`config.mk`:
```
export PLATFORM = sky130hd
export DESIGN_NAME = main
export DESIGN_NICKNAME = d
export VERILOG_FILES = /design/src/rtl/main_pkg.sv /design/src/rtl/main_regfile.sv /design/src/rtl/main.sv
export SDC_FILE = /design/constraint.sdc
export NUM_CORES = 2
export LEC_CHECK = 0
export ABC_AREA = 0
export ABC_CLOCK_PERIOD_IN_PS = 8100
export BUFFER_PORTS_ARGS = -buffer_cell sky130_fd_sc_hd__buf_2
export CAP_MARGIN = 30
export CORE_UTILIZATION = 35
export DETAILED_ROUTE_END_ITERATION = 10
export PLACE_DENSITY_LB_ADDON = 0.1
export SLEW_MARGIN = 40
export SYNTH_ARGS = -nofsm -noshare
export SYNTH_HDL_FRONTEND = slang
export SYNTH_SLANG_ARGS = --single-unit
```
`constraint.sdc`:
```
create_clock -name clk0 -period 8.1 [get_ports clk0]
set_input_delay 0.405 -clock clk0 [delete_from_list [all_inputs] [get_ports clk0]]
set_output_delay 0.405 -clock clk0 [all_outputs]
set_load 0.05 [all_outputs]
```
`src/rtl/main_pkg.sv`:
```
`default_nettype none
// ============================================================================
// Module      : main_pkg
// Description : Shared constants for the register-file / ALU datapath:
//               ALU opcodes, register count, data width and index width.
// Ports       : none (package)
// Revision    : 1.0 - initial release
// ============================================================================
package main_pkg;

    localparam int DATA_W   = 32;
    localparam int NUM_REGS = 32;
    localparam int IDX_W    = 5;

    localparam logic [1:0] ALU_ADD = 2'd0;
    localparam logic [1:0] ALU_SUB = 2'd1;
    localparam logic [1:0] ALU_AND = 2'd2;
    localparam logic [1:0] ALU_OR  = 2'd3;

endpackage
`default_nettype wire

```
`src/rtl/main_regfile.sv`:
```
`default_nettype none
// ============================================================================
// Module      : main_regfile
// Description : 32 x 32-bit register file, two combinational read ports,
//               one synchronous write port, asynchronous active-low clear.
//               Register 0 is hard-wired to zero.
// Ports       : clk    - write clock (rising edge)
//               rst_n  - asynchronous active-low clear of all registers
//               i_ra   - read port A index     o_a - read port A data
//               i_rb   - read port B index     o_b - read port B data
//               i_rw   - write index           i_we - write enable
//               i_wd   - write data
// Revision    : 1.0 - initial release
// ============================================================================
module main_regfile
    import main_pkg::*;
(
    input  logic              clk,
    input  logic              rst_n,
    input  logic [IDX_W-1:0]  i_ra,
    input  logic [IDX_W-1:0]  i_rb,
    input  logic [IDX_W-1:0]  i_rw,
    input  logic              i_we,
    input  logic [DATA_W-1:0] i_wd,
    output logic [DATA_W-1:0] o_a,
    output logic [DATA_W-1:0] o_b
);

    logic [DATA_W-1:0] w_regs [NUM_REGS];

    // r0 has no storage; it always reads zero and ignores writes.
    assign w_regs[0] = '0;

    generate
        for (genvar i = 1; i < NUM_REGS; i++) begin : g_reg
            logic [DATA_W-1:0] r_q;
            logic              w_sel;

            assign w_sel = i_we && (i_rw == IDX_W'(i));

            // Asynchronous clear also wins over a write on the same edge.
            always_ff @(posedge clk or negedge rst_n) begin
                if (!rst_n) begin
                    r_q <= '0;
                end else if (w_sel) begin
                    r_q <= i_wd;
                end
            end

            assign w_regs[i] = r_q;
        end
    endgenerate

    // Reads see the pre-edge contents, so a same-cycle write is not forwarded.
    assign o_a = w_regs[i_ra];
    assign o_b = w_regs[i_rb];

endmodule
`default_nettype wire

```
`src/rtl/main.sv`:
```
`default_nettype none
// ============================================================================
// Module      : main
// Description : Register file + 2-operand ALU datapath. Operands are read
//               combinationally, the ALU result drives the zero and
//               signed-overflow flags, and the write-back value is either
//               external data or the ALU result.
// Ports       : clk0  - system clock (rising edge)
//               clrn0 - asynchronous active-low reset
//               ra0   - operand A register index
//               rb0   - operand B register index
//               rw0   - destination register index
//               we0   - write enable
//               rd0   - external write data
//               s0    - write-data select (0: rd0, 1: ALU result)
//               aluc0 - ALU op (0 add, 1 sub, 2 and, 3 or)
//               z0    - ALU result is zero (combinational)
//               v0    - ALU signed overflow (combinational)
// Revision    : 1.0 - initial release
// ============================================================================
module main
    import main_pkg::*;
(
    input  logic              clk0,
    input  logic              clrn0,
    input  logic [IDX_W-1:0]  ra0,
    input  logic [IDX_W-1:0]  rb0,
    input  logic [IDX_W-1:0]  rw0,
    input  logic              we0,
    input  logic [DATA_W-1:0] rd0,
    input  logic              s0,
    input  logic [1:0]        aluc0,
    output logic              z0,
    output logic              v0
);

    logic [DATA_W-1:0] w_a;
    logic [DATA_W-1:0] w_b;
    logic [DATA_W-1:0] w_alu;
    logic [DATA_W-1:0] w_wd;

    main_regfile u_regfile (
        .clk   (clk0),
        .rst_n (clrn0),
        .i_ra  (ra0),
        .i_rb  (rb0),
        .i_rw  (rw0),
        .i_we  (we0),
        .i_wd  (w_wd),
        .o_a   (w_a),
        .o_b   (w_b)
    );

    always_comb begin
        w_alu = '0;
        v0    = 1'b0;
        case (aluc0)
            ALU_ADD: begin
                w_alu = w_a + w_b;
                v0    = (w_a[DATA_W-1] == w_b[DATA_W-1]) &&
                        (w_alu[DATA_W-1] != w_a[DATA_W-1]);
            end
            ALU_SUB: begin
                w_alu = w_a - w_b;
                v0    = (w_a[DATA_W-1] != w_b[DATA_W-1]) &&
                        (w_alu[DATA_W-1] != w_a[DATA_W-1]);
            end
            ALU_AND: w_alu = w_a & w_b;
            default: w_alu = w_a | w_b;
        endcase
    end

    assign z0   = (w_alu == '0);

    // Write-back data comes from the pre-edge operands, so reading and
    // writing the same register forms no loop.
    assign w_wd = s0 ? w_alu : rd0;

endmodule
`default_nettype wire

```
==> flow_summary.ini <==
[run_status]
outcome = completed

[synth]
synth_warnings = 0
synth.top_cells.by_count = nand2_1, dfrtp_1, o21ai_0
synth_top_family_by_area = multiplexers
synth-simple-area-share = 0.0935
synth_cell_types = 75
yosysTopAreaCell = dfrtp_1
ys.flop_type = dfrtp_1
async_flop_share = 1.00
synth.area.top_cells = dfrtp_1, mux4_2, nand2_1
yosysTopAreaCellShare = 0.446
synth_compound_area_frac = 0.131
yosys.cell_count.top_type = nand2_1
synth_seq_area_share = 0.446
synthMuxAreaShare = 0.263
synth_fa_ha_area_frac = 0.0221
syn_inst = 5076
synth_seq_cells = 992
syn_nets = 5226
synth-xor-area-share = 0.00377
mappedNetlistArea_sq_um = 55700
avgSynthCellArea_sq_um = 11.0
synth_edf_count = 0

[detailed_routing]
routed_wl_mm = 202
dr.pass1.iters = 8
drt-vias-per-instance = 5.75
drt_iter0_markers = 3492
wl_per_cell_um = 28.6
drtAntennaViolNets = 0
vias = 40700
drc = 0

[worst_setup_path]
arrival_ns = 7.07
worstRegToRegCells = 15
worstSetupEndpoint = z0
cp_max_fo = 41
end_kind = primary output
critPathLaunchType = input pin
crit_type = in2out
rrSetupSlack_ns = 2.10
cp.required_ns = 7.70
r2r-start = u_regfile.g_reg[23].r_q[1]$_DFFE_PN0P_
r2r_end = u_regfile.g_reg[20].r_q[30]$_DFFE_PN0P_
crit_start = ra0[0]

[sta]
maxSlewViolCount = 0
fin_tns_setup_ns = 0
hold-worst-slack_ns = 0.0968
grt_setup_unrepaired = false
finalSetupViolCount = 0
fin_skew_ns = 0.0417
max-slew-margin-rel = 0.422
worst_pin_slew_ns = 0.867
fin_crit_sh = 0.922
layout_min_cycle_time_ns = 7.47
final_hold_viol_count = 0
fmax_mhz = 134

[die]
start_util = 0.352
num_rows = 146
core_sq_um = 158000
dieArea_sq_um = 161000
io_pins = 55
fp.dieH_um = 401
die_w_um = 401

[cells_and_area]
drive_gt1_frac = 0.225
layoutNonFillerInstCount = 7071
diodes = 0
nNetsFinal = 5055
syn_to_final_growth_pct = 12.9
largest_reg_flops = 992
reg_top3 = u_regfile.g.r_q (992)
seqCellArea_sq_um = 24800
n_fill_cell = 15200
multi_input_area_sq_um = 29100
regMostFlops = u_regfile.g.r_q
fin_area_sq_um = 62900

[pwr]
power_density_nw_per_um2 = 293
vdd_drop_max_uv = 185
p_leak_nw = 27.2
p_total_w = 0.0184

[global_route]
grt_max_degree = 134
grt_usage = 0.253
grt_overflow = 0
grt_pass1_vias = 40700
antenna_found_initial = 4
grt_pass1_wl_mm = 299

[clocking]
cts_buffer_depth = 3
cts_resized = 0
cts_buffers = 115
path_clk_slew_ns = 0.06
postCtsSetupRepairBufs = 0
cts-root-buf = clkbuf_16
cts-hold-fix-buffers = 1
htreeDepth = 3
cts_tree = built
clock_sinks = 992
clock_latency_ns = 0.77

[placed_design]
dp_hpwl_mm = 123
place_area_sq_um = 58700
placedCellCount = 6857
gp_congestion = 0.903
numPortBuffers = 54

[min_path]
holdCritPathClass = in2reg

[run]
maxCapViolations = 0
==> layer usage <==
| layer | GRT usage | wire length (um) | up-vias |
|---|---|---|---|
| li1 | - | - | 18200 |
| met4 | 0.0660 | 4890 | 0 |
| met2 | 0.403 | 94100 | 1152 |
| met1 | 0.367 | 92900 | 21000 |
| met5 | 0 | 0 | - |
| met3 | 0.0293 | 10200 | 265 |
==> cell type report <==
class,count,area share
repair buffers,202,0.0300
multi-input cells,3494,0.462
clock buffers,164,0.0537
flip-flops and latches,992,0.395
well taps,2072,0.0412
clock inverters,47,0.0117
inverters,100,0.00597
==> stage by stage <==
step	worst slack (ns)	utilization
final	0.628	0.397
after global routing	0.359	0.397
after CTS	0.706	0.397
after detailed placement	0.711	0.371
after global placement	0.603	0.369
after floorplan	1.19	-
==> how the worst min path moves through the flow <==
stage	from	end	slack, ns	cells after the start
after floorplan	clrn0	u_regfile.g_reg[10].r_q[0]$_DFFE_PN0P_	0.11	0
after global placement	u_regfile.g_reg[26].r_q[8]$_DFFE_PN0P_	u_regfile.g_reg[26].r_q[8]$_DFFE_PN0P_	0.47	2
after detailed placement	clrn0	u_regfile.g_reg[26].r_q[25]$_DFFE_PN0P_	0.40	1
after CTS	rw0[0]	u_regfile.g_reg[28].r_q[31]$_DFFE_PN0P_	0.03	4
after global routing	rw0[0]	u_regfile.g_reg[28].r_q[31]$_DFFE_PN0P_	0.14	3
final	rw0[0]	u_regfile.g_reg[28].r_q[31]$_DFFE_PN0P_	0.1	4
==> where the power goes <==
part           internal (W)  switching (W)  total [W]
registers           0.00615       0.000898    0.00705
logic               0.00255        0.00311    0.00566
clock network       0.00340        0.00228    0.00568
==> worst max-delay path, stage by stage <==
cell and delay (ns):
buf_8 0.33, buf_16 0.34, buf_4 0.52, mux4_2 0.56, mux4_2 0.52, mux2i_1 0.45, inv_1 0.13, ha_1 0.24
nor4b_1 0.15, nor4_1 0.63, a211oi_1 0.15, nor2b_1 0.25, o211ai_1 0.13, nor3_1 0.32, nand3_1 0.13, nor4b_2 0.44
nand4_1 0.25, nor4b_2 0.57, buf_2 0.37
==> kinds of logic (layout without fill, tap and decap cells) <==
logic type | after synthesis | in the layout
AOI/OAI and AO/OA | 1336 | 1336
and+or+nand+nor | 1300 | 1300
DFF | 992 | 992
muxes | 737 | 737
buffers and inverters | 590 | 513
adders and majority gates | 97 | 97
xor gates and xnor gates | 24 | 24
==> cells in the final DEF, fill, tap and decap left out, drive strengths merged, types with 13 or more instances in the layout <==
cell / netlist / final
inv: 100 / 102
dfrtp: 992 / 992
buf: 79 / 201
ha: 95 / 95
nand2: 1043 / 1043
nand3: 14 / 14
mux4: 576 / 576
a21oi: 138 / 138
nor2: 130 / 130
bufinv: 0 / 16
o21ai: 1011 / 1011
xnor2: 21 / 21
nor3: 25 / 25
nor4: 15 / 15
mux2: 67 / 67
mux2i: 94 / 94
a22o: 63 / 63
clkinv: 0 / 23
a211oi: 15 / 15
a21o: 13 / 13
o31ai: 16 / 16
clkbuf: 411 / 164
No activity file was read; power rests on OpenSTA's default activity.
